### src/rtl/tx_iq_feeder.sv
//------------------------------------------------------------------------------
// tx_iq_feeder: X/Y pair FIFO answering CIC interpolator sample requests.
// Revision 1.0
//------------------------------------------------------------------------------
`default_nettype none

module tx_iq_feeder #(
  parameter int DEPTH_LOG2 = 5,
  parameter int PRIME      = 16
) (
  input  logic                  dclk,
  input  logic                  rstn,
  input  logic [17:0]           wdx,
  input  logic [17:0]           wdy,
  input  logic                  wr,
  input  logic                  flush,
  input  logic                  run,
  input  logic                  tie,
  input  logic                  unf_clr,
  output logic [17:0]           tdix,
  output logic [17:0]           tdiy,
  output logic                  full,
  output logic [DEPTH_LOG2:0]   level,
  output logic                  active,
  output logic                  unf,
  output logic                  wovf
);

  localparam int                  DEPTH     = 1 << DEPTH_LOG2;
  localparam logic [DEPTH_LOG2:0] LVL_DEPTH = (DEPTH_LOG2 + 1)'(DEPTH);
  localparam logic [DEPTH_LOG2:0] LVL_PRIME = (DEPTH_LOG2 + 1)'(PRIME);
  localparam logic [DEPTH_LOG2:0] LVL_ONE   = (DEPTH_LOG2 + 1)'(1);
  localparam logic [DEPTH_LOG2-1:0] PTR_ONE = DEPTH_LOG2'(1);

  localparam logic [1:0] S_IDLE  = 2'd0;
  localparam logic [1:0] S_PRIME = 2'd1;
  localparam logic [1:0] S_RUN   = 2'd2;

  logic [1:0]            state;
  logic [1:0]            state_next;
  logic [35:0]           mem [DEPTH];
  logic [DEPTH_LOG2-1:0] wptr;
  logic [DEPTH_LOG2-1:0] rptr;
  logic [DEPTH_LOG2:0]   level_next;
  logic                  tie_q;
  logic                  tie_edge;
  logic                  serve;
  logic                  do_wr;
  logic                  do_ovf;
  logic                  do_pop;
  logic                  do_unf;
  logic                  clr_out;

  assign tie_edge = tie & ~tie_q;

  always_ff @(posedge dclk) begin
    if (!rstn) state <= S_IDLE;
    else       state <= state_next;
  end

  always_comb begin
    state_next = state;
    if (flush) begin
      state_next = run ? S_PRIME : S_IDLE;
    end else begin
      case (state)
        S_IDLE:  if (run) state_next = S_PRIME;
        S_PRIME: begin
          if (!run)                    state_next = S_IDLE;
          else if (level >= LVL_PRIME) state_next = S_RUN;
        end
        S_RUN: begin
          if (!run)                          state_next = S_IDLE;
          else if (tie_edge && level == '0)  state_next = S_PRIME;
        end
        default: state_next = S_IDLE;
      endcase
    end
  end

  // A falling run takes priority over a coincident request.
  always_comb begin
    serve      = (state == S_RUN) & run & ~flush & tie_edge;
    do_wr      = wr & ~full & ~flush;
    do_ovf     = wr & full & ~flush;
    do_pop     = serve & (level != '0);
    do_unf     = serve & (level == '0);
    clr_out    = (state_next != S_RUN);
    level_next = level;
    case ({do_wr, do_pop})
      2'b10:   level_next = level + LVL_ONE;
      2'b01:   level_next = level - LVL_ONE;
      default: level_next = level;
    endcase
  end

  always_ff @(posedge dclk) begin
    if (rstn && do_wr) mem[wptr] <= {wdx, wdy};
  end

  always_ff @(posedge dclk) begin
    if (!rstn) begin
      tie_q  <= 1'b0;
      wptr   <= '0;
      rptr   <= '0;
      level  <= '0;
      full   <= 1'b0;
      active <= 1'b0;
      tdix   <= '0;
      tdiy   <= '0;
      unf    <= 1'b0;
      wovf   <= 1'b0;
    end else begin
      tie_q  <= tie;
      active <= (state_next == S_RUN);
      if (flush) begin
        wptr  <= '0;
        rptr  <= '0;
        level <= '0;
        full  <= 1'b0;
      end else begin
        if (do_wr)  wptr <= wptr + PTR_ONE;
        if (do_pop) rptr <= rptr + PTR_ONE;
        level <= level_next;
        full  <= (level_next == LVL_DEPTH);
      end
      if (do_pop)       {tdix, tdiy} <= mem[rptr];
      else if (clr_out) {tdix, tdiy} <= '0;
      if (do_unf)       unf <= 1'b1;
      else if (unf_clr) unf <= 1'b0;
      if (do_ovf)       wovf <= 1'b1;
      else if (unf_clr) wovf <= 1'b0;
    end
  end

endmodule

`default_nettype wire
### config.mk
export PLATFORM = sky130hd
export DESIGN_NAME = tx_iq_feeder
export DESIGN_NICKNAME = d
export VERILOG_FILES = /design/src/rtl/tx_iq_feeder.sv
export SDC_FILE = /design/constraint.sdc
export NUM_CORES = 1
export LEC_CHECK = 0
export ABC_AREA = 1
export CORE_ASPECT_RATIO = 0.5
export CORE_UTILIZATION = 50
export DETAILED_ROUTE_END_ITERATION = 7
export GPL_ROUTABILITY_DRIVEN = 1
export GPL_TIMING_DRIVEN = 0
export HOLD_SLACK_MARGIN = 0.03
export PLACE_DENSITY = 0.66
export SLEW_MARGIN = 10
export SYNTH_ARGS = -nofsm -noshare
export SYNTH_HDL_FRONTEND = slang
export SYNTH_SLANG_ARGS = --single-unit
### constraint.sdc
create_clock -name dclk -period 4.9 [get_ports dclk]
set_input_delay 0.98 -clock dclk [delete_from_list [all_inputs] [get_ports dclk]]
set_output_delay 0.98 -clock dclk [all_outputs]
set_load 0.02 [all_outputs]
Yosys cells after proc, flatten, opt, wreduce, memory -nomap -nowiden
Memory sizes are Yosys's and may differ from the RTL's. A register that Yosys moved wholly into a read port is not among the register bits.
Cells that the tools add are included.
Word-level totals
  flip-flop bits (word level): 59
  bits in latches: 0
  RAM bits: 1152
  memory bits (read-only): 0
  bits of input ports: 43
  output and inout bits: 46
  memories kept: 1
Memory list
  mem: words 32, bits a word 36, read ports 1, clocked after memory_dff 1, wr ports 1, RTL line 41  | logic [35:0] mem [DEPTH];
Cells by class
  $add $sub $neg: 4
  multiply operators: 0
  divide/modulo/power cells: 0
  magnitude comparators: 1
  equal/unequal tests: 7
  shifts and indexed selects: 0
  muxes and demuxes: 19
  bitwise operators: 14
  reduce and logical (&&, ||, !) cells: 9
Operators with widths (count)
  $mux 18: 3
  $mux 2: 6
  $pmux 6 s2: 1
  $add 5x1->5 const B: 2
  $and 1x1->1: 10
  $mux 5: 2
  $add 6x1->6 const B: 1
  $eq 2x2->1 const B: 3
  $eq 6x6->1 const B: 1
  $ge 6x5->1 const B: 1
  $logic_not 6->1: 1
  $mux 1: 6
  $pmux 2 s3: 1
  $reduce_bool 2->1: 3
  $reduce_bool 6->1: 1
  $sub 6x1->6 const B: 1
  $eq 2x1->1 const B: 2
  $not 1->1: 4
  $logic_and 1x1->1: 2
  $logic_not 2->1: 1
  $ne 2x2->1 const B: 1
  $reduce_or 2->1: 1

Longest topological paths before layout
  depth after elaboration: 10
  gate-level depth with buffers: 19
  depth with buffers taken out: 18

Worst setup path after synthesis
Ideal clock, no wire load.
  path type: input -> register
  start point: input rstn
  end point: memory mem[0][0], enable pin
  setup time: 429 ps
  arrival: 3402 ps
  data required time: 4471 ps
  path slack: 1068 ps
  cell stages on the path: 6
  buffers on the path: 0
  cells stage by stage: inv_2 nor2_1 inv_2 nor2_1 nand2_1 nor2_1
On the way
  longest elaborated chain between the ends: 3
RTL lines
  start: declaration: RTL line 12  | input logic rstn,
  $logic_and 1x1->1: RTL line 98  | if (rstn && do_wr) mem[wptr] <= {wdx, wdy};
  $mux 1: RTL line 98
  $mux 1 (not written as such): RTL line 98
  end: declaration: RTL line 41
Every way passes these cells.

Final worst setup path
  start point: input rstn
  end point: memory mem[13][15], enable pin
Same word-level chain as after synthesis.

==> reports/qor.txt <==
outcome: finished clean
ANT nets after route: 0
GR Util met2: 45.1%
async set-reset flop share out of synthesis: 0%
top_reg_cell synth: edfxtp_1
H-tree depth: 3
vias in the first global route: 32,400
sequential share of the synthesized area: 72.1%
initial antenna violation count: 6
Hold/Removal Path Class: reg -> reg
GRT busiest layer: met2
CP Capture Type: register
Fin Clk Skew: 0.0298 ns
die area: 101,000 sq um
Max FO, Critical Path: 19
Avg Cell Area, Syn: 11.1 sq um
HP Start: wovf
LEAKAGE: 20.7 nW
Data arrival, critical path: 4.55 ns
final wirelength: 155,000 microns
final std cells w/o fill: 6,111
synth unique cells: 29
chip height: 225 microns
worst slew pin tran: 1.31 ns
Syn Std Cell Area: 49,800 sq um
Clock power frac: 41.0%
Buf+Inv Stages, Crit Path: 4
slowest CP cell: nor2_4
crit-path cells: clkdlybuf4s50_1, inv_2, nor2_1, inv_2, nor2_1, nand2_1, nor2_4, buf_12
internal power: 15.8 mW
Synth area leaders: edfxtp_1 70%, nand2_1 12%, nand3_1 6.0%
Initial Utilization: 50.7%
DR vias/cell: 5.75
number of synthesized flops with an enable pin: 1,152
share of layout cells above drive strength 1: 7.70%
drt pass-1 iters: 6
cell taking the most area after synthesis: edfxtp_1
CTS root buf: clkbuf_16
Final Max Slew Viols: 0
CTS tree: done
placed cell area: 53,200 sq um
FP Rows: 81
Remaining DRCs: 0
Max Cap Viol: 0
RSZ-0062 raised after global routing: no
Layout Utilization: 57.5%
later-pin clock latency in the skew report: 0.71 ns
Congestion Overflow GR: 0
CTS max path bufs: 3
Global Route Usage Sum: 30.8%
Worst-path clk slew: 0.06 ns
Combinational Power Share: 1.5%
Tmin final: 4.15 ns
IO Port Bufs: 88
post-detailed-route wirelength per cell: 25.4 microns
GP Congestion: 0.935
final setup violation count: 0
Die Width: 448 microns
initial drt markers: 5,142
crit path launch type: input port
global-route wire length before repair: 220,000 microns
R2R depth: 9
relative slew slack: 12.3%
via count: 35,200
CP top delay family: simple AND/OR/NAND/NOR gates
Syn. warnings: 0
pwr dens: 351 nW/um^2
area growth from synthesis to layout: 13.3%
CP Class: in -> reg
CTS Hold Buffers Added: 0
Sink Count: 1,216
most frequent cell after synthesis: nand2_1
Post-Layout Inst Area: 56,400 sq um
met1 global-route usage: 44.7%
critical path depth: 8
Hold Crit Depth: 2
# IOs: 89
Final nets: 4,742
switching pwr: 4.04 mW
CP Data Required Time: 5.30 ns
Yosys reg bits: 1,216
CP startpoint: rstn
final hold vios: 0
Achievable Freq: 0.241 GHz
synthesized instance count: 4,463
Synth top area share: 69.5%
Post-CTS Resized: 0
largest net degree at the start of global routing: 33
Crit path largest cell delay: 0.86 ns
syn_nets: 4,514
met3 global-route usage: 7.90%
CTS buffer count: 106
fillers: 8,045
Seq pwr share: 57.5%
Sw Ratio: 20.4%
Placed Instances: 5,911
Tcrit/Tclk final: 84.7%
number of setup buffers added after CTS: 0
hpwl dp: 107,000 microns
Core Footprint: 98,100 sq um
most common library cells after synthesis: 1,603 x nand2_1, 1,152 x edfxtp_1, 597 x nand3_1
worst vdd ir: 0.245 mV
==> metrics by stage <==
step	worst slack [ns]	total power [mW]	setup TNS [ns]	hold slack, ns
after floorplan	1.07	11.7	0	0.447
after global placement	-2.12	11.9	-1981.50	0.459
after detailed placement	0.0688	11.9	0	0.467
after CTS	0.809	19.8	0	0.476
after global routing	0.603	20.1	0	0.505
final	0.751	19.8	0	0.473
==> worst reg2reg max path: stages (launching register included) <==
cell and delay, ns:
dfxtp_1 0.29, buf_2 0.32, inv_2 0.48, buf_2 0.49, buf_1 0.79, nand3_1 0.27
nand3_1 0.13, nand3_1 0.20, nand3_1 0.16, a21oi_1 0.07
==> worst paths after layout <==
path	end	slack [ns]
worst min-delay path	wovf	0.47
worst min register to register	wovf	0.47
worst max register to register	tdix[16]	1.59
worst max-delay path	mem[13][15]	0.75
==> layer usage <==
metal	wire [microns]	share of wire (%)	up-vias
met5	18	0.012	-
met4	5070	3.3	2
met3	19500	13	293
met2	66800	43	2002
met1	63800	41	17100
li1	-	-	15800
==> registers in the layout, summed over array words and instances, names as in the netlist, named ones only <==
register and count:
tie_q 1, full 1, active 1, rptr 5, wptr 5, tdiy 18
state 2, mem 1152, wovf 1, unf 1, level 6, tdix 18
==> kinds of logic after synthesis <==
logic type,Yosys count,share of synthesized area [%]
AND/OR/NAND/NOR,2583,21.2
flip-flops,1216,72.1
buffers and inverters,414,3.79
AO/OA/AOI/OAI,239,2.62
adder cells (fa/ha/maj),8,0.201
XOR/XNOR,3,0.0528
==> final cells by class <==
cell class | count | area [sq um] | area share (%)
multi-input combinational | 2833 | 12200 | 21.7
sequential | 1216 | 35900 | 63.6
inverter | 150 | 566 | 1.00
buffer | 264 | 1330 | 2.35
clock buffer | 153 | 2950 | 5.24
timing repair buffer | 120 | 1460 | 2.60
antenna | 4 | 10.0 | 0.0178
tap | 1328 | 1660 | 2.95
clock inverter | 43 | 277 | 0.491
==> power groups by stage <==
stage,combinational (mW),sequential (mW),clock (mW)
2_1_floorplan,0.0504,11.6,0
3_3_place_gp,0.284,11.6,0
3_5_place_dp,0.290,11.6,0
4_1_cts,0.290,11.4,8.10
5_1_grt,0.311,11.4,8.46
6_report,0.300,11.4,8.11
==> cell usage in the layout, fill, tap and decap left out, types with 2 or more instances in the layout <==
cell | synthesis | final
inv_6 | 0 | 2
nand2_1 | 1603 | 1603
clkbuf_2 | 0 | 2
nor2_1 | 339 | 307
xnor2_1 | 2 | 2
buf_12 | 1 | 22
nand4_1 | 38 | 38
clkdlybuf4s50_1 | 0 | 60
ha_1 | 8 | 8
edfxtp_1 | 1152 | 1152
nand3_1 | 597 | 597
buf_6 | 16 | 16
diode_2 | 0 | 4
buf_1 | 39 | 39
buf_16 | 0 | 11
buf_2 | 90 | 118
clkbuf_16 | 0 | 110
inv_1 | 143 | 143
o21ai_0 | 150 | 150
clkinv_2 | 0 | 18
bufinv_16 | 0 | 3
nor2_4 | 0 | 32
clkinv_1 | 2 | 21
a21oi_1 | 47 | 47
buf_4 | 22 | 22
clkbuf_1 | 96 | 133
o211ai_1 | 40 | 40
clkbuf_8 | 0 | 4
nand3b_1 | 2 | 2
dfxtp_1 | 64 | 64
inv_2 | 4 | 4
Note: power is estimated with default switching activity, not from simulation.
==> RTL edit (same settings) <==
Put one more register stage on the output `level`, cleared by the reset. The value now appears one clock later. The other outputs are not delayed to match.
--- a/src/rtl/tx_iq_feeder.sv
+++ b/src/rtl/tx_iq_feeder.sv
@@ -36,6 +36,8 @@
   localparam logic [1:0] S_PRIME = 2'd1;
   localparam logic [1:0] S_RUN   = 2'd2;
 
+  logic [DEPTH_LOG2:0] level_s0;
+
   logic [1:0]            state;
   logic [1:0]            state_next;
   logic [35:0]           mem [DEPTH];
@@ -67,11 +69,11 @@
         S_IDLE:  if (run) state_next = S_PRIME;
         S_PRIME: begin
           if (!run)                    state_next = S_IDLE;
-          else if (level >= LVL_PRIME) state_next = S_RUN;
+          else if (level_s0 >= LVL_PRIME) state_next = S_RUN;
         end
         S_RUN: begin
           if (!run)                          state_next = S_IDLE;
-          else if (tie_edge && level == '0)  state_next = S_PRIME;
+          else if (tie_edge && level_s0 == '0)  state_next = S_PRIME;
         end
         default: state_next = S_IDLE;
       endcase
@@ -83,14 +85,14 @@
     serve      = (state == S_RUN) & run & ~flush & tie_edge;
     do_wr      = wr & ~full & ~flush;
     do_ovf     = wr & full & ~flush;
-    do_pop     = serve & (level != '0);
-    do_unf     = serve & (level == '0);
+    do_pop     = serve & (level_s0 != '0);
+    do_unf     = serve & (level_s0 == '0);
     clr_out    = (state_next != S_RUN);
-    level_next = level;
+    level_next = level_s0;
     case ({do_wr, do_pop})
-      2'b10:   level_next = level + LVL_ONE;
-      2'b01:   level_next = level - LVL_ONE;
-      default: level_next = level;
+      2'b10:   level_next = level_s0 + LVL_ONE;
+      2'b01:   level_next = level_s0 - LVL_ONE;
+      default: level_next = level_s0;
     endcase
   end
 
@@ -103,7 +105,7 @@
       tie_q  <= 1'b0;
       wptr   <= '0;
       rptr   <= '0;
-      level  <= '0;
+      level_s0 <= '0;
       full   <= 1'b0;
       active <= 1'b0;
       tdix   <= '0;
@@ -116,12 +118,12 @@
       if (flush) begin
         wptr  <= '0;
         rptr  <= '0;
-        level <= '0;
+        level_s0 <= '0;
         full  <= 1'b0;
       end else begin
         if (do_wr)  wptr <= wptr + PTR_ONE;
         if (do_pop) rptr <= rptr + PTR_ONE;
-        level <= level_next;
+        level_s0 <= level_next;
         full  <= (level_next == LVL_DEPTH);
       end
       if (do_pop)       {tdix, tdiy} <= mem[rptr];
@@ -133,6 +135,14 @@
     end
   end
 
+  always_ff @(posedge dclk) begin
+    if (!rstn) begin
+      level <= '0;
+    end else begin
+      level <= level_s0;
+    end
+  end
+
 endmodule
 
 `default_nettype wire
Function: changed (a bounded check fails within 4 cycles, from zero or initial values and one cycle with rstn low).
==> RTL edit against the unedited design <==
Synthesized area rose by 0.39%; clock power rose by 6.8%; critical path depth rose by 11; final area rose by 0.84%; setup slack improved by 290 ps; the run now ends with antenna rules left; critical path type unchanged; final cell count rose by 0.39%; highest routed layer is now met4; global-route usage rose by 0.55 points; sequential cell count rose by 6; power rose by 3.1%; routed wire length rose by 2.6%; largest cell class unchanged; die area rose by 0.39%; utilization rose by 0.37 points; sequential power barely moved.
==> RTL edit: results (changes against the unedited design) <==
status finished with violations; failing checks antenna rules; Slew HR 4.61% (-7.7 points); routing usage on met1 43.5% (-1.2 points); share of post-route cells with drive strength above 1 7.46% (-0.24 points); detailed placement HPWL 109 mm (+2.1%); post-synthesis xor/xnor area fraction 0.0526% (-0.00021 points); Setup WS pre-CTS 421 ps (+352 ps); later-pin clock latency in the skew report 720 ps; initial antenna violation count 9 (+3); Int Power 16.3 mW (+3.2%); Crit Path Max Fanout 11 (-8); Synth cell types 32 (+10%); H-tree depth 3 (unchanged); DRT iter0 DRCs 5568 (+8.3%); gpl congestion 0.934 (-0.15%); met3 usage in global routing 9.82% (+1.9 points); Worst Path Arrival 4510 ps (-40 ps); Peak VDD IR 0.292 mV (+19%); first-pass GRT wire length 227 mm (+3.0%); root buffer cell clkbuf_16; top sig layer met4; largest net degree at the start of global routing 33 (unchanged); Final ANT Viol Nets 1 (+1); largest registers mem (1152), tdix (18), tdiy (18); fillers 8004 (-0.51%); Total Nets Final 4764 (+0.46%); met2 WL 67.7 mm (+1.4%); Synth top cells by count 1608 x nand2_1, 1152 x edfxtp_1, 598 x nand3_1, 333 x nor2_1, 150 x inv_1; Seq/Total Area, Yosys 72.1% (about the same); M1 WL 63.8 mm (about the same); via count 35644 (+1.4%); critical path's largest stage delay 640 ps (-220 ps); syn_nets 4532 (+0.40%); metal3 WL 21.5 mm (+10%); Max stage delay cell, worst path clkbuf_1; clk_skew 31.7 ps (+1.91 ps); ranking of synthesized cells by area edfxtp_1 69%, nand2_1 12%, nand3_1 6.0%; PortBufs 87 (-1.1%); Synth Area in Compound Gates 2.62% (about the same); HP Start wovf$_SDFFE_PN0P_; placed cells 5933 (+0.37%); total CTS buffers 106 (unchanged); Post-Layout Cell Count 6135 (+0.39%); Post-CTS Setup Repair Bufs 0 (unchanged); met2 Usage GRT 46.2% (+1.1 points); Mean Syn Cell Area 11.1 um^2 (about the same); P_leak 20.9 nW (+1.0%); Post-DP Area 0.0534 mm^2 (+0.39%); Post-Synth Adder-Cell Area 0.200% (-0.00078 points); WL per Instance 26.0 um (+2.2%); number of global-route vias before repair 33410 (+3.2%); GR Util All Layers 31.3% (+0.55 points); CP Launch Point run; mux cell area share after synthesis 0% (unchanged)
==> RTL edit: cell types whose count changed in the layout (fill, tap and decap cells not counted), moves of 7 or more <==
| cell | change |
|---|---|
| buf_6 | +7 |
| buf_2 | -32 |
| o21ai_0 | -45 |
| clkbuf_1 | +24 |
| o21ai_1 | +43 |
| inv_1 | +7 |
| bufinv_16 | +9 |
==> RTL edit: cell type report <==
cell class / instances / area [um^2] / area share [%]
Clock inverter: 56 / 607 / 1.07
Timing Repair Buffer: 124 / 1470 / 2.59
Multi-Input combinational cell: 2836 / 12300 / 21.6
Antenna cell: 7 / 17.5 / 0.0308
Inverter: 158 / 596 / 1.05
Clock buffer: 139 / 2890 / 5.09
Sequential cell: 1222 / 36000 / 63.3
Buffer: 265 / 1350 / 2.37
Tap cell: 1328 / 1660 / 2.92
==> RTL edit: path summary, 6_finish.rpt <==
kind	to	slack (ps)	cells past startpoint
setup / recovery	full$_SDFF_PP0_	1040	19
setup reg to reg	tdix[6]$_SDFFE_PN0P_	1130	9
hold / removal	wovf$_SDFFE_PN0P_	480	2
hold reg to reg	wovf$_SDFFE_PN0P_	480	2
==> RTL edit: power groups by stage <==
stage / Sequential (mW) / Combinational [mW] / Clock [mW]
2_1_floorplan: 11.7 / 0.0511 / 0
3_3_place_gp: 11.7 / 0.288 / 0
3_5_place_dp: 11.7 / 0.294 / 0
4_1_cts: 11.4 / 0.294 / 8.66
5_1_grt: 11.4 / 0.315 / 9.05
6_report: 11.4 / 0.305 / 8.66
==> RTL edit: worst min-delay path: stages, from the launching register on <==
cell and delay [ps]:
dfxtp_1 310, nand2_1 60, a21oi_1 60
